==> config.mk <==
export PLATFORM = sky130hd
export DESIGN_NAME = pipe_hazard_ctrl
export DESIGN_NICKNAME = d
export VERILOG_FILES = /design/src/rtl/pipe_hazard_ctrl.sv
export SDC_FILE = /design/constraint.sdc
export NUM_CORES = 1
export LEC_CHECK = 0
export CAP_MARGIN = 10
export CORE_AREA = 3 3 44 46
export CTS_BUF_LIST = sky130_fd_sc_hd__clkbuf_16
export CTS_CLUSTER_DIAMETER = 40
export CTS_CLUSTER_SIZE = 24
export DETAILED_ROUTE_END_ITERATION = 6
export DIE_AREA = 0 0 47 49
export PLACE_DENSITY = 0.74
export SYNTH_ARGS = -nofsm -noshare
export SYNTH_HDL_FRONTEND = slang
export SYNTH_SLANG_ARGS = --single-unit
==> constraint.sdc <==
create_clock -name clk_i -period 2.1 [get_ports clk_i]
set_input_delay 0.315 -clock clk_i [delete_from_list [all_inputs] [get_ports clk_i]]
set_output_delay 0.315 -clock clk_i [all_outputs]
set_load 0.03 [all_outputs]
==> src/rtl/pipe_hazard_ctrl.sv <==
// Pipeline hazard controller: load-use bubbles, jump flushes, memory-wait stalls with timeout, halt.
// Define PIPE_HAZARD_CTRL_PERF_EN to add saturating stall/flush cycle counters.
module pipe_hazard_ctrl #(
  parameter int REGI_BITS   = 4,
  parameter int MEM_TIMEOUT = 15
) (
  input  logic                 clk_i,
  input  logic                 rst_i,
  input  logic                 ex_memRead_i,
  input  logic [REGI_BITS-1:0] ex_intRegDest_i,
  input  logic [REGI_BITS-1:0] id_srcA_i,
  input  logic [REGI_BITS-1:0] id_srcB_i,
  input  logic                 id_useA_i,
  input  logic                 id_useB_i,
  input  logic                 mem_memOp_i,
  input  logic                 mem_nop_i,
  input  logic                 mem_jump_i,
  input  logic                 mem_end_i,
  input  logic                 mem_ack_i,
  output logic                 mem_req_o,
  output logic                 pc_en_o,
  output logic                 ifid_en_o,
  output logic                 idex_en_o,
  output logic                 exmem_en_o,
  output logic                 memwb_en_o,
  output logic                 ifid_flush_o,
  output logic                 idex_flush_o,
  output logic                 exmem_flush_o,
  output logic                 halted_o,
  output logic                 err_o
`ifdef PIPE_HAZARD_CTRL_PERF_EN
 ,output logic [15:0]          stall_cnt_o,
  output logic [15:0]          flush_cnt_o
`endif
);

  localparam int CW = $clog2(MEM_TIMEOUT + 1);
  localparam logic [CW-1:0] TIMEOUT_VAL = CW'(MEM_TIMEOUT);

  typedef enum logic [1:0] {RUN, MEM_WAIT, HALT, ERR} state_t;

  state_t        r_state, w_nextState;
  logic [CW-1:0] r_cnt, w_nextCnt;

  logic w_memValid, w_endValid, w_memStall, w_endHit, w_loadUse, w_advance;

  assign w_memValid = mem_memOp_i & ~mem_nop_i;
  assign w_endValid = mem_end_i & ~mem_nop_i;
  assign w_memStall = w_memValid & ~mem_ack_i;
  // An acknowledged memory op takes precedence over an end marker in the same slot.
  assign w_endHit   = w_endValid & ~w_memValid;
  assign w_loadUse  = ex_memRead_i && (ex_intRegDest_i != '0) &&
                      ((id_useA_i && (id_srcA_i == ex_intRegDest_i)) ||
                       (id_useB_i && (id_srcB_i == ex_intRegDest_i)));

  always_ff @(posedge clk_i or posedge rst_i) begin
    if (rst_i) begin
      r_state <= RUN;
      r_cnt   <= '0;
    end else begin
      r_state <= w_nextState;
      r_cnt   <= w_nextCnt;
    end
  end

  always_comb begin
    w_nextState = r_state;
    w_nextCnt   = r_cnt;
    case (r_state)
      RUN: begin
        if (w_memStall) begin
          w_nextState = MEM_WAIT;
          w_nextCnt   = CW'(1);
        end else if (w_endHit) begin
          w_nextState = HALT;
        end else begin
          w_nextCnt   = '0;
        end
      end
      MEM_WAIT: begin
        if (mem_ack_i) begin
          w_nextState = RUN;
          w_nextCnt   = '0;
        end else if (r_cnt >= TIMEOUT_VAL) begin
          w_nextState = ERR;
        end else begin
          w_nextCnt   = r_cnt + CW'(1);
        end
      end
      HALT:    w_nextState = HALT;
      ERR:     w_nextState = ERR;
      default: w_nextState = RUN;
    endcase
  end

  // Outputs are forced low while reset is asserted so a pending request drops immediately.
  always_comb begin
    mem_req_o     = 1'b0;
    pc_en_o       = 1'b0;
    ifid_en_o     = 1'b0;
    idex_en_o     = 1'b0;
    exmem_en_o    = 1'b0;
    memwb_en_o    = 1'b0;
    ifid_flush_o  = 1'b0;
    idex_flush_o  = 1'b0;
    exmem_flush_o = 1'b0;
    halted_o      = 1'b0;
    err_o         = 1'b0;
    w_advance     = 1'b0;
    case (r_state)
      RUN: begin
        mem_req_o = w_memValid;
        if (!w_memStall) begin
          if (w_endHit) memwb_en_o = 1'b1;
          else          w_advance  = 1'b1;
        end
      end
      MEM_WAIT: begin
        mem_req_o = 1'b1;
        w_advance = mem_ack_i;
      end
      HALT:    halted_o = 1'b1;
      ERR:     err_o    = 1'b1;
      default: ;
    endcase
    if (w_advance) begin
      pc_en_o    = 1'b1;
      ifid_en_o  = 1'b1;
      idex_en_o  = 1'b1;
      exmem_en_o = 1'b1;
      memwb_en_o = 1'b1;
      if (mem_jump_i) begin
        ifid_flush_o  = 1'b1;
        idex_flush_o  = 1'b1;
        exmem_flush_o = 1'b1;
      end else if (w_loadUse) begin
        pc_en_o      = 1'b0;
        ifid_en_o    = 1'b0;
        idex_flush_o = 1'b1;
      end
    end
    if (rst_i) begin
      mem_req_o     = 1'b0;
      pc_en_o       = 1'b0;
      ifid_en_o     = 1'b0;
      idex_en_o     = 1'b0;
      exmem_en_o    = 1'b0;
      memwb_en_o    = 1'b0;
      ifid_flush_o  = 1'b0;
      idex_flush_o  = 1'b0;
      exmem_flush_o = 1'b0;
      halted_o      = 1'b0;
      err_o         = 1'b0;
    end
  end

`ifdef PIPE_HAZARD_CTRL_PERF_EN
  logic [15:0] r_stallCnt, r_flushCnt;
  logic        w_anyFlush, w_pipeActive;

  assign w_anyFlush   = ifid_flush_o | idex_flush_o | exmem_flush_o;
  assign w_pipeActive = (r_state == RUN) || (r_state == MEM_WAIT);

  always_ff @(posedge clk_i or posedge rst_i) begin
    if (rst_i) begin
      r_stallCnt <= '0;
      r_flushCnt <= '0;
    end else begin
      if (w_pipeActive && !pc_en_o && (r_stallCnt != 16'hFFFF))
        r_stallCnt <= r_stallCnt + 16'd1;
      if (w_anyFlush && (r_flushCnt != 16'hFFFF))
        r_flushCnt <= r_flushCnt + 16'd1;
    end
  end

  assign stall_cnt_o = r_stallCnt;
  assign flush_cnt_o = r_flushCnt;
`endif

endmodule

==> impl_metrics.json <==
{
  "hold_buffers": 0,
  "switching_share_pct": 29.2,
  "drv_slew": 0,
  "pwr-share-seq_pct": 26.4,
  "p_total_uw": 676,
  "drt-wirelength-per-cell_um": 12.6,
  "hold_viol": 0,
  "fin_hold_ws_ns": 0.517,
  "synth_nets": 89,
  "r2r_slack_ns": 0.63,
  "power.density_nw_per_um2": 673,
  "fillers": 132,
  "start_util_pct": 36.4,
  "maxCapViolCount": 0,
  "drt_drc_violations_left": 0,
  "area_growth_syn_to_layout_pct": 79.2,
  "first_global_vias": 533,
  "vias": 636,
  "ir_drop_mv": 0.538,
  "avgSynthCellArea_um2": 8.49,
  "reg2reg_depth": 4,
  "combPwrFrac_pct": 26.3,
  "synth-seq-cells": 6,
  "insertion_delay_ns": 0.23,
  "fin_ws_ns": 0.0527,
  "fin_util_pct": 65.2,
  "worst_setup_path_start_kind": "primary input",
  "yosys_warnings": 0,
  "worstSetupEndpointType": "output pin",
  "fp-row-count": 14,
  "crit_type": "in2out",
  "antenna_found_initial": 0,
  "synth_compound_area_share_pct": 21.4,
  "clockPowerShare_pct": 47.3,
  "layout_common_cells": "buf_4, clkdlybuf4s50_1, nand3_1, xor2_1",
  "synth-adder-area-share_pct": 2.23,
  "cts-root-buf": "clkbuf_16",
  "tightest_slew_ns": 0.418,
  "cts_tree": "built",
  "cts.sinks": 6,
  "fin_crit_sh_pct": 97.5,
  "fp.dieH_um": 49,
  "finalSetupViolCount": 0,
  "port_buffers": 32,
  "grt_use_total_pct": 13.1,
  "cts.path.max_buffers": 2,
  "vias_per_cell": 5.26,
  "finalNetCount": 129,
  "synthSimpleGateAreaFrac_pct": 30.1,
  "die_area_um2": 2300,
  "cts_max_level": 1,
  "switchingPower_uw": 197,
  "hpwl_mm": 1.21,
  "synth_top_family_by_area": "simple AND/OR/NAND/NOR gates",
  "drt_pass1_iterations": 4,
  "status": "completed",
  "num_antenna_cells": 0,
  "grt_max_degree": 11,
  "p_int_uw": 479,
  "setup-tns-final_ns": 0,
  "gp_congestion": 0.788,
  "dpl_worst_slack_ns": -0.0844,
  "drive_gt1_share_pct": 31.4,
  "period_needed_ns": 2.05,
  "arrival_ns": 1.73,
  "synth-seq-area-share_pct": 26.8,
  "syn_inst": 66,
  "cts_made_buffers": 3,
  "r2r_start": "r_state[1]",
  "leakagePower_nw": 0.453,
  "synth_cell_type_count": 31,
  "die_x_um": 47,
  "fin_area_um2": 1000,
  "synth_xor_area_share_pct": 12.5,
  "worst_clock_skew_ns": 0.00428,
  "core_um2": 1540,
  "critPathMaxFanout": 2,
  "synth_mux_area_share_pct": 0,
  "drtIter0Drc": 8,
  "placement.cell_area_um2": 907,
  "final_antenna_net_count": 0,
  "dp_cells": 117,
  "wirelength_mm": 1.53,
  "fmax_mhz": 488,
  "r2r-end": "r_cnt[0]",
  "rsz0062_at_grt": "yes",
  "syn_area_um2": 561,
  "required_ns": 1.78,
  "io_pins": 33,
  "stdcell_count": 121,
  "grt_pass1_wl_mm": 2.21,
  "clkSlewWorstSetupHoldPaths_ns": 0.04,
  "grt_overflow_total": 0,
  "min_path_type": "in2async",
  "final_common_cell": "buf_4",
  "slew_headroom_pct": 72.1
}
per-layer routing:
metal / vias to the layer above / track usage [%] / part of all wire [%]
li1: 311 / - / -
met1: 291 / 16.2 / 40
met2: 32 / 20.4 / 44
met3: 2 / 4.80 / 14
met4: 0 / 4.15 / 1.4
met5: - / 0 / 0
timing repair:
item | CTS | global route
hold endpoints to repair | 0 | 0
resized for setup | 4 | 6
pin swaps | 1 | 4
buffers inserted | 0 | 0
endpoints found under the setup margin | 7 | 7
synth_stat cells (all sizes together):
master	instances	area, um2
or4	1	7.51
a32o	1	10.0
a2111oi	1	27.5
nand2	3	11.3
nand3	6	30.0
nor3b	2	15.0
ha	1	12.5
dfrtp	6	150
a21o	1	7.51
a21oi	4	20.0
o31ai	1	12.5
nor3	5	25.0
nor4b	1	15.0
and2	1	6.26
xor2	6	52.6
nor2b	1	6.26
nand2b	2	12.5
o41ai	1	8.76
o22a	1	8.76
o21ai	2	10.0
buf	4	27.5
inv	3	11.3
xnor2	2	17.5
nor2	7	33.8
and3	1	6.26
a21boi	1	7.51
o21a	1	7.51
how the worst max path moves through the flow:
stage / slack (ns) / to / start / depth (start not counted)
floorplan: -0.03 / pc_en_o / r_state[0] / 6
global placement: -0.06 / ifid_en_o / ex_intRegDest_i[1] / 7
detailed placement: -0.08 / idex_flush_o / mem_memOp_i / 7
CTS: 0.005 / ifid_en_o / ex_intRegDest_i[3] / 7
global route: -0.005 / ifid_en_o / id_srcA_i[1] / 7
finish: 0.05 / ifid_en_o / id_srcB_i[3] / 7
flip-flops by register name, summed over array words and instances, names as in the netlist:
name     flops
r_state      2
r_cnt        4
power groups by stage:
stage	Clock, mW	Sequential (mW)	Combinational [mW]
2_1_floorplan	0	0.167	0.0921
3_3_place_gp	0	0.175	0.173
3_5_place_dp	0	0.177	0.176
4_1_cts	0.324	0.176	0.176
5_1_grt	0.331	0.183	0.192
6_report	0.320	0.179	0.178
cell families (layout without fill, tap and decap cells):
| group | Yosys count | count (layout) |
|---|---|---|
| AO/OA/AOI/OAI | 14 | 14 |
| buffers and inverters | 7 | 46 |
| adder cells (fa/ha/maj) | 1 | 1 |
| AND/OR/NAND/NOR | 30 | 30 |
| flip-flops | 6 | 6 |
| XOR/XNOR | 8 | 8 |
final cells by class:
cell class                 instances  area [um2]  share of cell area [%]
clock inverter                     1        3.75                   0.374
multi-input combinational         53         390                    38.9
clock buffer                       3        75.1                    7.47
tap                               16        20.0                    1.99
sequential                         6         151                    15.1
inverter                           3        11.3                    1.12
timing repair buffer              39         353                    35.1
critical path: stages:
cell             delay [ns]
clkdlybuf4s50_1        0.41
xor2_1                 0.14
nor3_1                 0.19
nand3_1                0.09
a21o_1                 0.21
o21a_2                 0.21
buf_4                  0.16
Power figures use the tool's default switching activity.
